===== src/rtl/ex_mdu.sv =====
// RV32M-style multiply/divide unit: iterative restoring divider and shift-add
// multiplier sharing one 2*XLEN accumulator, with a fast path for trivial cases.
//
// state | meaning
// IDLE  | waiting for start_i; special cases go straight to DONE
// CALC  | XLEN iterations, one quotient/product bit per cycle
// FIX   | sign correction and result select
// DONE  | one-cycle writeback strobe
module ex_mdu #(
    parameter int XLEN     = 32,
    parameter int MUL_MODE = 0
) (
    input  logic            clk,
    input  logic            rst_n,
    input  logic            start_i,
    input  logic [2:0]      op_i,
    input  logic [XLEN-1:0] op1_i,
    input  logic [XLEN-1:0] op2_i,
    input  logic [4:0]      rd_addr_i,
    input  logic            flush_i,
    output logic            hold_flag_o,
    output logic [4:0]      rd_addr_o,
    output logic [XLEN-1:0] rd_data_o,
    output logic            rd_wen_o
);

    localparam int CW = $clog2(XLEN) + 1;
    localparam logic [1:0] S_IDLE = 2'd0;
    localparam logic [1:0] S_CALC = 2'd1;
    localparam logic [1:0] S_FIX  = 2'd2;
    localparam logic [1:0] S_DONE = 2'd3;
    localparam logic [XLEN-1:0] MOST_NEG = {1'b1, {(XLEN-1){1'b0}}};

    logic [1:0]        state;
    logic [2:0]        op_q;
    logic [4:0]        rd_q;
    logic [XLEN-1:0]   opb_q;
    logic [2*XLEN-1:0] acc_q;
    logic              s1_q;
    logic              s2_q;
    logic [CW-1:0]     cnt_q;
    logic              wen_q;

    // operand decode for the incoming request
    logic            is_div;
    logic            sgn1;
    logic            sgn2;
    logic            neg1;
    logic            neg2;
    logic [XLEN-1:0] abs1;
    logic [XLEN-1:0] abs2;
    logic            div_zero;
    logic            div_ovf;
    logic            mul_fast;
    logic            bypass;
    logic [XLEN-1:0] bypass_res;
    logic [2*XLEN-1:0] fast_prod;

    assign is_div   = op_i[2];
    assign sgn1     = is_div ? ~op_i[0] : ~(op_i[1] & op_i[0]);
    assign sgn2     = is_div ? ~op_i[0] : ~op_i[1];
    assign neg1     = sgn1 & op1_i[XLEN-1];
    assign neg2     = sgn2 & op2_i[XLEN-1];
    assign abs1     = neg1 ? -op1_i : op1_i;
    assign abs2     = neg2 ? -op2_i : op2_i;
    assign div_zero = is_div & (op2_i == '0);
    assign div_ovf  = is_div & ~op_i[0] & (op1_i == MOST_NEG) & (op2_i == '1);
    assign mul_fast = (MUL_MODE == 1) & ~is_div;
    assign bypass   = div_zero | div_ovf | mul_fast;

    generate
        if (MUL_MODE == 1) begin : g_fast_mul
            logic [2*XLEN-1:0] fa;
            logic [2*XLEN-1:0] fb;
            assign fa        = {{XLEN{neg1}}, op1_i};
            assign fb        = {{XLEN{neg2}}, op2_i};
            assign fast_prod = fa * fb;
        end else begin : g_no_fast_mul
            assign fast_prod = '0;
        end
    endgenerate

    always_comb begin
        bypass_res = '0;
        if (div_zero) begin
            bypass_res = op_i[1] ? op1_i : '1;
        end else if (div_ovf) begin
            bypass_res = op_i[1] ? '0 : op1_i;
        end else if (op_i[1:0] == 2'b00) begin
            bypass_res = fast_prod[XLEN-1:0];
        end else begin
            bypass_res = fast_prod[2*XLEN-1:XLEN];
        end
    end

    // one iteration of each datapath; acc holds {remainder, quotient} or the running product
    logic [XLEN:0]     rem_sh;
    logic [XLEN:0]     diff;
    logic [2*XLEN-1:0] div_nxt;
    logic [XLEN:0]     sum;
    logic [2*XLEN-1:0] mul_nxt;

    always_comb begin
        rem_sh  = acc_q[2*XLEN-1:XLEN-1];
        diff    = rem_sh - {1'b0, opb_q};
        div_nxt = {acc_q[2*XLEN-2:0], 1'b0};
        if (!diff[XLEN]) begin
            div_nxt = {diff[XLEN-1:0], acc_q[XLEN-2:0], 1'b1};
        end
        sum     = {1'b0, acc_q[2*XLEN-1:XLEN]} + (acc_q[0] ? {1'b0, opb_q} : '0);
        mul_nxt = {sum, acc_q[XLEN-1:1]};
    end

    logic [2*XLEN-1:0] prod_fix;
    logic [XLEN-1:0]   quo;
    logic [XLEN-1:0]   rem;
    logic [XLEN-1:0]   fix_res;

    always_comb begin
        prod_fix = (s1_q ^ s2_q) ? -acc_q : acc_q;
        quo      = acc_q[XLEN-1:0];
        rem      = acc_q[2*XLEN-1:XLEN];
        case (op_q)
            3'b000:         fix_res = prod_fix[XLEN-1:0];
            3'b100, 3'b101: fix_res = (s1_q ^ s2_q) ? -quo : quo;
            3'b110, 3'b111: fix_res = s1_q ? -rem : rem;
            default:        fix_res = prod_fix[2*XLEN-1:XLEN];
        endcase
    end

    always_ff @(posedge clk or negedge rst_n) begin
        if (!rst_n) begin
            state     <= S_IDLE;
            op_q      <= '0;
            rd_q      <= '0;
            opb_q     <= '0;
            acc_q     <= '0;
            s1_q      <= 1'b0;
            s2_q      <= 1'b0;
            cnt_q     <= '0;
            wen_q     <= 1'b0;
            rd_addr_o <= '0;
            rd_data_o <= '0;
        end else if (flush_i) begin
            state     <= S_IDLE;
            wen_q     <= 1'b0;
            rd_addr_o <= '0;
            rd_data_o <= '0;
        end else begin
            wen_q     <= 1'b0;
            rd_addr_o <= '0;
            rd_data_o <= '0;
            case (state)
                S_IDLE: begin
                    if (start_i) begin
                        op_q  <= op_i;
                        rd_q  <= rd_addr_i;
                        s1_q  <= neg1;
                        s2_q  <= neg2;
                        cnt_q <= '0;
                        // divider keeps the dividend in acc; multiplier keeps the multiplier there
                        acc_q <= {{XLEN{1'b0}}, is_div ? abs1 : abs2};
                        opb_q <= is_div ? abs2 : abs1;
                        if (bypass) begin
                            state     <= S_DONE;
                            wen_q     <= 1'b1;
                            rd_addr_o <= rd_addr_i;
                            rd_data_o <= bypass_res;
                        end else begin
                            state <= S_CALC;
                        end
                    end
                end
                S_CALC: begin
                    acc_q <= op_q[2] ? div_nxt : mul_nxt;
                    cnt_q <= cnt_q + CW'(1);
                    if (cnt_q == CW'(XLEN - 1)) begin
                        state <= S_FIX;
                    end
                end
                S_FIX: begin
                    state     <= S_DONE;
                    wen_q     <= 1'b1;
                    rd_addr_o <= rd_q;
                    rd_data_o <= fix_res;
                end
                default: begin
                    state <= S_IDLE;
                end
            endcase
        end
    end

    // a kill arriving in the writeback cycle still suppresses the strobe
    assign rd_wen_o    = wen_q & ~flush_i;
    assign hold_flag_o = rst_n & (((state == S_IDLE) & start_i) |
                                  (state == S_CALC) | (state == S_FIX));

endmodule


===== config.mk =====
export PLATFORM = sky130hd
export DESIGN_NAME = ex_mdu
export DESIGN_NICKNAME = d
export VERILOG_FILES = /design/src/rtl/ex_mdu.sv
export SDC_FILE = /design/constraint.sdc
export NUM_CORES = 1
export LEC_CHECK = 0
export BUFFER_PORTS_ARGS = -buffer_cell sky130_fd_sc_hd__buf_2
export CAP_MARGIN = 20
export CORE_MARGIN = 5
export CORE_UTILIZATION = 38
export DETAILED_ROUTE_END_ITERATION = 7
export PLACE_DENSITY = 0.62
export SYNTH_ARGS = -nofsm -noshare
export SYNTH_HDL_FRONTEND = slang
export SYNTH_SLANG_ARGS = --single-unit

===== constraint.sdc =====
create_clock -name clk -period 4.9 [get_ports clk]
set_input_delay 0.245 -clock clk [delete_from_list [all_inputs] [get_ports clk]]
set_output_delay 0.245 -clock clk [all_outputs]
set_load 0.01 [all_outputs]

* Yosys cells after proc, flatten, opt, wreduce, memory -nomap -nowiden
Index checks and enable logic that the tools add are counted.
** Operators by class
- Add/sub/neg operators :: 8
- Equal/unequal tests :: 12
- Bitwise logic cells :: 18
- Reduce and logical (&&, ||, !) cells :: 9
- Multiplexer cells :: 38
** Operators by type and width (number)
- $mux 32 :: 14
- $mux 64 :: 4
- $neg 32->32 :: 4
- $pmux 64 s2 :: 1
- $pmux 32 s3 :: 1
- $eq 32x32->1 const B :: 2
- $neg 64->64 :: 1
- $pmux 32 s2 :: 1
- $add 32x32->33 :: 1
- $sub 33x32->33 :: 1
- $logic_not 32->1 :: 1
- $mux 5 :: 3
- $eq 3x3->1 const B :: 4
- $pmux 6 s2 :: 1
- $and 1x1->1 :: 10
- $pmux 5 s2 :: 1
- $mux 2 :: 4
- $add 6x1->6 const B :: 1
- $eq 6x5->1 const B :: 1
- $mux 6 :: 1
- $ne 3x3->1 const B :: 2
- $pmux 2 s3 :: 1
- $reduce_and 3->1 :: 2
- $mux 1 :: 5
- other kinds (12) :: 18
** Storage, ports and cells
- Output and inout bits :: 39
- Word-level logic and storage cells :: 96
- Input port bits :: 76
- Register bits after elaboration :: 152

* Longest topological paths before layout
Gate-level depths: netlist (run 1).
- Word-level depth :: 10
- Gate-level depth with buffers :: 15

* Worst setup path after synthesis (run 1)
Ideal clock, no wire load.
- Path kind :: reg2reg
- Start point :: reg acc_q[0]
- End point :: reg acc_q[59]
- Stages on the path, launching flop included :: 15
- Arrival :: 3323 ps
- Path slack :: 1442 ps
- Buffers on the path :: 1
- Cells stage by stage :: dfrtp_1 inv_1 clkbuf_1 nor2_1 ha_1 a21oi_1 nor2b_1 a2111oi_0 a211oi_1 o21ai_0 a221o_1 a21o_1 or2_2 a22oi_1 o211ai_1
** On the way
- Cells in the longest elaborated chain, start to end :: 4
** RTL lines
- start: declaration :: line 38 : logic [2*XLEN-1:0] acc_q;
- start signal: assignment :: line 162 : acc_q <= {{XLEN{1'b0}}, is_div ? abs1 : abs2};
- start signal: assignment :: line 175 : acc_q <= op_q[2] ? div_nxt : mul_nxt;
- $mux 32 :: line 110 : sum = {1'b0, acc_q[2*XLEN-1:XLEN]} + (acc_q[0] ? {1'b0, opb_q} : '0);
- $add 32x32->33 :: line 110
- $mux 64 :: line 175
- $pmux 64 s2 :: line 153 : case (state)
Every way passes these cells.
A chain may end at the register's enable or synchronous reset.

* Final worst setup path (run 1)
- Start point :: reg acc_q[0]
- End point :: reg acc_q[63]
The elaborated chain is that of the path after synthesis.

==> impl_metrics.py, run 1 <==
metrics = {
    "run_status": {
        "status": "finished clean",
    },
    "yosys": {
        "synth.top_cell.area_share_pct": 25.5,
        "synthTopCellsByCount": "nor2_1, nand2_1, o21ai_0, a21oi_1, dfrtp_1",
        "syn_inst": 1981,
        "synth-async-reset-ratio_pct": 100,
        "synth_top_family_by_area": "compound AO/OA/AOI/OAI gates",
        "synth_fp_nets": 2133,
        "synth.area.mux_share_pct": 4.86,
        "synth_compound_area_share_pct": 26.9,
        "synth-simple-area-share_pct": 19.8,
        "ys.flop_type": "dfrtp_1",
        "synthAdderAreaFrac_pct": 6.49,
        "syn_area_mm2": 0.0149,
        "ys_warn_count": 0,
        "synth.distinct_cells": 83,
        "ys_seq_area_share_pct": 25.5,
        "synth_xor_area_share_pct": 11.2,
        "synth_most_common_cell": "nor2_1",
        "ys_top_cells_by_area": "dfrtp_1, xnor2_1, o21ai_0",
        "ys_seq_elements": 152,
        "syn_area_per_cell_um2": 7.52,
        "yosys.area.top_type": "dfrtp_1",
        "synth_edf_count": 0,
    },
    "drt": {
        "dr.first_iter.drc_count": 1936,
        "via_per_inst": 6.06,
        "drtPass1Iterations": 7,
        "wl_per_cell_um": 22.8,
        "drc": 0,
        "ant_nets": 0,
        "drt-total-wl_mm": 58.2,
        "vias": 15480,
    },
    "placed_design": {
        "dp_hpwl_mm": 44.9,
        "gp_congestion": 1.03,
        "dpl.cell_count": 2520,
        "port_buffers": 114,
    },
    "timing": {
        "fin_crit_sh_pct": 86.6,
        "rsz0062_at_grt": "false",
        "slew_headroom_pct": 36.7,
        "slew_violations": 0,
        "fin_worst_skew_ns": 0.0118,
        "min_period_ns": 4.24,
        "worst_pin_slew_ns": 0.949,
        "setup_viol": 0,
        "finalSetupTns_ns": 0,
        "max_freq_mhz": 236,
        "fin_hold_ws_ns": 0.0540,
        "hold_violations": 0,
    },
    "global_routing": {
        "antenna_found_initial": 1,
        "grt_pass1_wl_mm": 88.0,
        "grt_use_total_pct": 25.7,
        "grt_start_max_net_pins": 103,
        "grt_pass1_vias": 14584,
        "grt_remaining_overflow": 0,
    },
    "floorplan": {
        "rows": 72,
        "die_x_um": 208,
        "die_h_um": 208,
        "core_area_mm2": 0.0387,
        "ioPinCount": 115,
        "start_util_pct": 38.4,
        "dieArea_mm2": 0.0433,
    },
    "critical_path": {
        "critPathSlowestCell": "a211oi_1",
        "critPathKind": "reg -> reg",
        "cp.required_ns": 5.22,
        "arrival_ns": 4.56,
        "endpoint_kind": "register",
        "start_kind": "register",
        "crit_family": "compound AO/OA/AOI/OAI gates",
        "cpPeakStageDelay_ns": 0.60,
        "path_cells": "inv_1, buf_4, nor2_1, ha_1, a21oi_1, nor2b_1, a2111oi_0, a211oi_1, o21ai_0, a221o_1, a211oi_1, nor2b_1, nor4_1, o31ai_1",
        "crit_fanout": 29,
        "path_buf_inv": 2,
    },
    "min_path": {
        "hold_path.class": "in -> reg",
    },
    "layout": {
        "fin_nets": 2175,
        "drive_above_1_share_pct": 12.3,
        "area_growth_pct": 10.9,
        "nFillCells": 3969,
        "final_cell_count_no_fill": 2555,
    },
    "flow_run": {
        "cap_violations": 0,
    },
    "pwr": {
        "clockPowerShare_pct": 11.5,
        "p_int_w": 0.00550,
        "peakVddDrop_uv": 312,
        "p_switching_w": 0.00637,
        "power_frac_comb_pct": 67.0,
        "pwr-share-seq_pct": 21.5,
        "power.density_mw_per_mm2": 719,
        "swShare_pct": 53.6,
        "p_leak_nw": 7.24,
    },
    "clocking": {
        "postCtsHoldBufs": 1,
        "clock_path_buffers": 2,
        "cts_setup_buffers": 0,
        "htreeDepth": 4,
        "cts_resized": 0,
        "clock_sinks": 152,
        "clk_latency_ns": 0.45,
        "cts_buffers": 17,
        "cts_root_buffer": "clkbuf_16",
        "clk_pin_slew_ns": 0.07,
        "cts_tree": "yes",
    },
}
[state kept, by name, summed over array words and instances, names as in the netlist]
name / cells
op_q: 3
cnt_q: 6
s1_q: 1
s2_q: 1
wen_q: 1
acc_q: 64
rd_addr_o: 5
opb_q: 32
rd_q: 5
rd_data_o: 32
state: 2
[final timing paths]
path | start | to | slack (ns) | cells after the start
max | acc_q[0] | acc_q[63] | 0.66 | 14
min | rd_addr_i[0] | rd_q[0] | 0.05 | 2
max reg2reg | acc_q[0] | acc_q[63] | 0.66 | 14
min reg2reg | opb_q[14] | opb_q[14] | 0.48 | 2
max in group asynchronous | rst_n | wen_q | 3.18 | 3
min in group asynchronous | rst_n | rd_data_o[16] | 0.41 | 2
[cell families (layout without fill, tap and decap cells)]
kind of cell               after synthesis  in the layout
other                                    0              1
and+or+nand+nor                        645            645
buffers and inverters                  198            253
adders and majority gates               76             76
muxes                                   68             68
DFF                                    152            152
AOI/OAI and AO/OA                      651            651
xor gates and xnor gates               191            191
[power groups by stage]
stage	Sequential [W]	Clock (W)	Combinational [W]
2_1_floorplan	0.00204	0	0.00594
3_3_place_gp	0.00252	0	0.00761
3_5_place_dp	0.00254	0	0.00769
4_1_cts	0.00252	0.00139	0.00775
5_1_grt	0.00259	0.00144	0.00863
6_report	0.00255	0.00137	0.00795
[area by class of cell]
cell class / count / area [um2] / share of cell area [%]
antenna: 1 / 2.50 / 0.0152
clock buffer: 18 / 439 / 2.66
clock inverter: 14 / 154 / 0.932
inverter: 75 / 282 / 1.70
multi-input combinational: 1631 / 10300 / 62.7
sequential: 152 / 3800 / 23.0
tap: 518 / 648 / 3.92
timing repair buffer: 146 / 836 / 5.06
[worst reg2reg max path: cells and delay by family, from the launching register on]
| kind | cells | cell delay (ns) |
|---|---|---|
| compound gates | 7 | 2.24 |
| simple gates | 4 | 0.60 |
| buf+inv | 2 | 0.49 |
| flops | 1 | 0.45 |
| fa+ha+maj | 1 | 0.34 |
[cells in the final DEF (no fill, tap or decap), drive strengths merged, types with 25 or more instances in the layout]
cell    count
o21ai     202
nor3       37
dfrtp     152
o211ai     27
nand2     207
mux2       35
inv        82
mux2i      33
a211oi     27
a21o       33
nor2      241
xnor2     116
a21oi     178
ha         74
buf       145
nand4      25
xor2       75
o31ai      26
[through the flow]
stage | setup slack [ns] | power [W] | instance area [um2] | utilization (%)
final | 0.658 | 0.0119 | 16500 | 42.6
after global routing | 0.431 | 0.0127 | 16500 | 42.6
after CTS | 0.764 | 0.0117 | 16500 | 42.6
after detailed placement | 0.775 | 0.0102 | 15900 | 41.0
after global placement | 0.830 | 0.0101 | 15900 | 41.0
after floorplan | 1.44 | 0.00798 | 14900 | -
[per-layer routing]
layer | GRT usage [%] | part of all wire (%) | vias up
li1 | - | - | 7174
met1 | 36.0 | 44 | 7339
met2 | 38.5 | 42 | 823
met3 | 6.36 | 10 | 144
met4 | 9.67 | 4.1 | 0
met5 | 0 | 0 | -
Power figures use the tool's default switching activity.
==> inputs of run 2 (changes only) <==
--- a/config.mk
+++ b/config.mk
@@ -5,7 +5,7 @@
 export SDC_FILE = /design/constraint.sdc
 export NUM_CORES = 1
 export LEC_CHECK = 0
-export BUFFER_PORTS_ARGS = -buffer_cell sky130_fd_sc_hd__buf_2
+export BUFFER_PORTS_ARGS = -buffer_cell sky130_fd_sc_hd__buf_4
 export CAP_MARGIN = 20
 export CORE_MARGIN = 5
 export CORE_UTILIZATION = 38
==> impl_metrics.py, run 2 (synthesized netlist as in run 1, its figures left out) <==
metrics = {
    "run_status": {
        "status": "finished clean",
    },
    "floorplan": {
        "rows": 72,
        "core_area_mm2": 0.0387,
        "ioPinCount": 115,
        "die_x_um": 208,
        "dieArea_mm2": 0.0433,
        "die_h_um": 208,
        "start_util_pct": 38.4,
    },
    "drt": {
        "vias": 15590,
        "via_per_inst": 6.10,
        "drtPass1Iterations": 6,
        "ant_nets": 0,
        "drc": 0,
        "drt-total-wl_mm": 59.3,
        "dr.first_iter.drc_count": 1884,
        "wl_per_cell_um": 23.2,
    },
    "timing": {
        "hold_violations": 0,
        "fin_hold_ws_ns": 0.0304,
        "fin_crit_sh_pct": 90.1,
        "worst_slack_ns": 0.487,
        "setup_viol": 0,
        "fin_worst_skew_ns": 0.00860,
        "min_period_ns": 4.41,
        "worst_pin_slew_ns": 0.967,
        "slew_headroom_pct": 33.9,
        "rsz0062_at_grt": "false",
        "slew_violations": 0,
        "max_freq_mhz": 227,
        "finalSetupTns_ns": 0,
    },
    "critical_path": {
        "r2r_end": "acc_q[63]",
        "critPathKind": "reg -> reg",
        "endpoint_kind": "register",
        "reg2reg_depth": 13,
        "critPathSlowestCell": "a211oi_1",
        "critical_path.startpoint": "acc_q[0]",
        "arrival_ns": 4.74,
        "r2r_slack_ns": 0.49,
        "r2r_start": "acc_q[0]",
        "crit_fanout": 17,
        "cp.required_ns": 5.23,
        "start_kind": "register",
        "path_cells": "inv_1, nor2_1, ha_1, nor2b_1, o211ai_1, a2111oi_0, a211oi_1, o21ai_0, a221o_1, a211oi_1, nor2b_1, nor4_1, o31ai_1",
        "cp-endpoint": "acc_q[63]",
        "cpPeakStageDelay_ns": 0.66,
    },
    "layout": {
        "regMostFlops": "acc_q",
        "layout_commonest_cell": "nor2_1",
        "fin_util_pct": 43.4,
        "drive_above_1_share_pct": 12.4,
        "fin_nets": 2176,
        "layout_common_cells": "nor2_1, nand2_1, o21ai_0, a21oi_1, dfrtp_1",
        "area_growth_pct": 12.9,
        "nFillCells": 4045,
        "top_regs": "acc_q: 64 flops, opb_q: 32 flops, rd_data_o: 32 flops",
        "largest_reg_flops": 64,
        "ff_latch_area_mm2": 0.00380,
        "multiInputGateArea_mm2": 0.0103,
        "final_area_mm2": 0.0168,
    },
    "global_routing": {
        "grt_start_max_net_pins": 103,
        "grt_pass1_vias": 14385,
        "grt_pass1_wl_mm": 89.2,
        "grt_remaining_overflow": 0,
        "antenna_found_initial": 2,
        "grt_use_total_pct": 26.3,
    },
    "placed_design": {
        "placed_cell_area_mm2": 0.0162,
        "dp_hpwl_mm": 45.8,
        "gp_congestion": 0.989,
        "place_ws_ns": 0.642,
        "port_buffers": 114,
    },
    "clocking": {
        "clock_path_buffers": 2,
        "cts_buffers": 17,
        "cts_root_buffer": "clkbuf_16",
        "clk_latency_ns": 0.45,
        "cts_resized": 0,
        "clk_pin_slew_ns": 0.07,
        "cts_tree": "yes",
        "htreeDepth": 4,
        "clock_sinks": 152,
    },
    "pwr": {
        "p_leak_nw": 7.33,
        "peakVddDrop_uv": 358,
        "power.density_mw_per_mm2": 714,
    },
    "flow_run": {
        "cap_violations": 0,
    },
    "min_path": {
        "holdPathStages": 2,
        "hold_path.class": "in -> reg",
    },
}
run 2: stage by stage:
stage,power (W),instances
detailed placement,0.0104,2521
finish,0.0120,2556
CTS,0.0118,2554
floorplan,0.00798,1981
global route,0.0128,2555
global placement,0.0103,2521
run 2: how the worst min path moves through the flow:
stage | start | to | slack [ns]
finish | flush_i | state[0] | 0.03
global route | flush_i | wen_q | 0.03
CTS | flush_i | wen_q | 0.01
detailed placement | rst_n | rd_data_o[15] | 0.24
global placement | rst_n | rd_data_o[13] | 0.24
floorplan | rst_n | acc_q[0] | -0.05
run 2: metal layers:
metal / vias up / share of wire, % / wire [um] / track usage (%)
li1: 7201 / - / - / -
met1: 7418 / 44 / 25900 / 37.8
met2: 844 / 43 / 25400 / 39.1
met3: 125 / 9.5 / 5640 / 4.99
met4: 2 / 3.9 / 2330 / 10.2
met5: - / 0.022 / 13 / 0
run 2: power by group:
part | switching (W) | internal, W
Combinational | 0.00489 | 0.00317
Sequential | 0.000860 | 0.00168
Clock | 0.000600 | 0.000798
Total | 0.00635 | 0.00565
run 2: critical path: cells and delay by family (launching register included):
family                   cells  cell delay (ns)
flip-flops                   1             0.45
AO/OA/AOI/OAI                7             2.38
buffers and inverters        1             0.49
AND/OR/NAND/NOR              4             0.60
adder cells (fa/ha/maj)      1             0.36
run 2: layout make-up:
type,instances,area share [%]
multi-input cells,1631,61.5
flip-flops and latches,152,22.6
repair buffers,147,6.72
well taps,518,3.85
clock buffers,20,2.77
inverters,75,1.67
clock inverters,12,0.833
diodes,1,0.0149
run 2: timing repair:
action	4_1_cts	5_1_grt
setup buffers	0	0
hold buffers	1	0
hold endpoints to repair	53	0
==> inputs of run 3 (changes only) <==
==> constraint.sdc (replaced) <==
create_clock -name clk -period 4.9 [get_ports clk]
set_input_delay 0.49 -clock clk [delete_from_list [all_inputs] [get_ports clk]]
set_output_delay 0.49 -clock clk [all_outputs]
set_load 0.01 [all_outputs]
==> impl_metrics.py, run 3 (synthesized netlist as in run 1, its figures left out) <==
metrics = {
    "timing": {
        "setup_viol": 0,
        "hold_violations": 0,
        "slew_headroom_pct": 33.1,
        "fin_crit_sh_pct": 88.4,
        "max_freq_mhz": 231,
        "finalSetupTns_ns": 0,
        "fin_worst_skew_ns": 0.0134,
        "rsz0062_at_grt": "false",
        "slew_violations": 0,
        "fin_hold_ws_ns": 0.279,
        "min_period_ns": 4.33,
        "worst_pin_slew_ns": 1.00,
    },
    "global_routing": {
        "grt_pass1_wl_mm": 88.4,
        "grt_use_total_pct": 26.0,
        "grt_start_max_net_pins": 82,
        "grt_pass1_vias": 14631,
        "antenna_found_initial": 1,
        "grt_remaining_overflow": 0,
    },
    "critical_path": {
        "critPathSlowestCell": "a211oi_1",
        "endpoint_kind": "register",
        "path_cells": "inv_1, fa_1, nor2b_1, o211ai_1, a31oi_1, o2111ai_1, a211oi_1, a21oi_1, xnor2_2, buf_4, nor2_1, a22o_1, a221o_1",
        "r2r_start": "acc_q[32]",
        "crit_fanout": 23,
        "r2r_slack_ns": 0.57,
        "reg2reg_depth": 13,
        "start_kind": "register",
        "cp.required_ns": 5.22,
        "critPathKind": "reg -> reg",
        "cpPeakStageDelay_ns": 0.56,
        "r2r_end": "acc_q[60]",
        "arrival_ns": 4.66,
    },
    "min_path": {
        "worstHoldStart": "flush_i",
        "holdPathStages": 2,
        "hold_path.class": "in -> reg",
        "hold_end": "wen_q",
    },
    "placed_design": {
        "dp_hpwl_mm": 45.2,
        "placed_cell_area_mm2": 0.0162,
        "gp_congestion": 0.951,
        "port_buffers": 114,
    },
    "floorplan": {
        "core_area_mm2": 0.0387,
        "dieArea_mm2": 0.0433,
        "start_util_pct": 38.4,
        "die_x_um": 208,
        "die_h_um": 208,
        "rows": 72,
        "ioPinCount": 115,
    },
    "layout": {
        "nFillCells": 3925,
        "multiInputGateArea_mm2": 0.0103,
        "regMostFlops": "acc_q",
        "area_growth_pct": 12.5,
        "largest_reg_flops": 64,
        "diodes": 0,
        "layout_commonest_cell": "nor2_1",
        "fin_nets": 2176,
        "ff_latch_area_mm2": 0.00380,
        "top_regs": "acc_q: 64 flops, opb_q: 32 flops, rd_data_o: 32 flops",
        "drive_above_1_share_pct": 12.3,
        "fin_util_pct": 43.3,
        "final_area_mm2": 0.0168,
        "layout_common_cells": "nor2_1, nand2_1, o21ai_0, a21oi_1, dfrtp_1",
    },
    "drt": {
        "drt-total-wl_mm": 58.4,
        "dr.first_iter.drc_count": 1921,
        "via_per_inst": 6.08,
        "ant_nets": 0,
        "wl_per_cell_um": 22.8,
        "drtPass1Iterations": 7,
        "vias": 15533,
        "drc": 0,
    },
    "clocking": {
        "clk_latency_ns": 0.45,
        "cts_root_buffer": "clkbuf_16",
        "cts_buffers": 17,
        "clock_path_buffers": 2,
        "clock_sinks": 152,
        "htreeDepth": 4,
        "clk_pin_slew_ns": 0.07,
        "cts_tree": "yes",
    },
    "pwr": {
        "power.density_mw_per_mm2": 708,
        "p_leak_nw": 7.29,
        "power_w": 0.0119,
        "peakVddDrop_uv": 295,
    },
    "flow_run": {
        "cap_violations": 0,
    },
    "run_status": {
        "status": "finished clean",
    },
}
-- run 3: report_power, final --
| part | internal [W] | leakage [nW] | switching [W] |
|---|---|---|---|
| clock | 0.000711 | 0.267 | 0.000615 |
| sequential | 0.00168 | 1.99 | 0.000790 |
| combinational | 0.00312 | 5.03 | 0.00495 |
-- run 3: metal layers --
| metal | wire length [um] | track usage (%) | up-vias |
|---|---|---|---|
| met5 | 13 | 0 | - |
| met4 | 2280 | 9.47 | 2 |
| met3 | 5750 | 5.17 | 116 |
| met2 | 25100 | 38.8 | 828 |
| met1 | 25200 | 37.3 | 7409 |
| li1 | - | - | 7178 |
-- run 3: cell type report --
| cell class | count | share of cell area, % |
|---|---|---|
| Clock buffer | 18 | 2.56 |
| Clock inverter | 14 | 0.821 |
| Inverter | 75 | 1.68 |
| Multi-Input combinational cell | 1631 | 61.7 |
| Sequential cell | 152 | 22.7 |
| Tap cell | 518 | 3.87 |
| Timing Repair Buffer | 147 | 6.62 |
-- run 3: worst max-delay path, delay by kind of cell (launching register included) --
family          cells  cell delay, ns
simple gates        2            0.38
xor+xnor            1            0.21
compound gates      7            2.04
buf+inv             2            0.56
flops               1            0.54
fa+ha+maj           1            0.46
-- run 3: worst max-delay path by stage --
stage	start	to	cells after the start
finish	acc_q[32]	acc_q[60]	13
global route	acc_q[0]	acc_q[63]	13
CTS	acc_q[0]	acc_q[63]	13
detailed placement	acc_q[0]	acc_q[63]	13
global placement	acc_q[0]	acc_q[63]	13
floorplan	acc_q[0]	acc_q[59]	14
-- run 3: metrics by stage --
step / std cells / setup slack (ns)
after floorplan: 1981 / 1.44
after global placement: 2521 / 0.621
after detailed placement: 2521 / 0.581
after CTS: 2554 / 0.555
after global routing: 2555 / 0.243
final: 2555 / 0.568
-- run 3: timing repair --
action	4_1_cts	5_1_grt
hold buffers	1	0
setup buffers	0	0
resized for setup	0	0
endpoints found under the setup margin	0	0
endpoints found under the hold margin	38	0
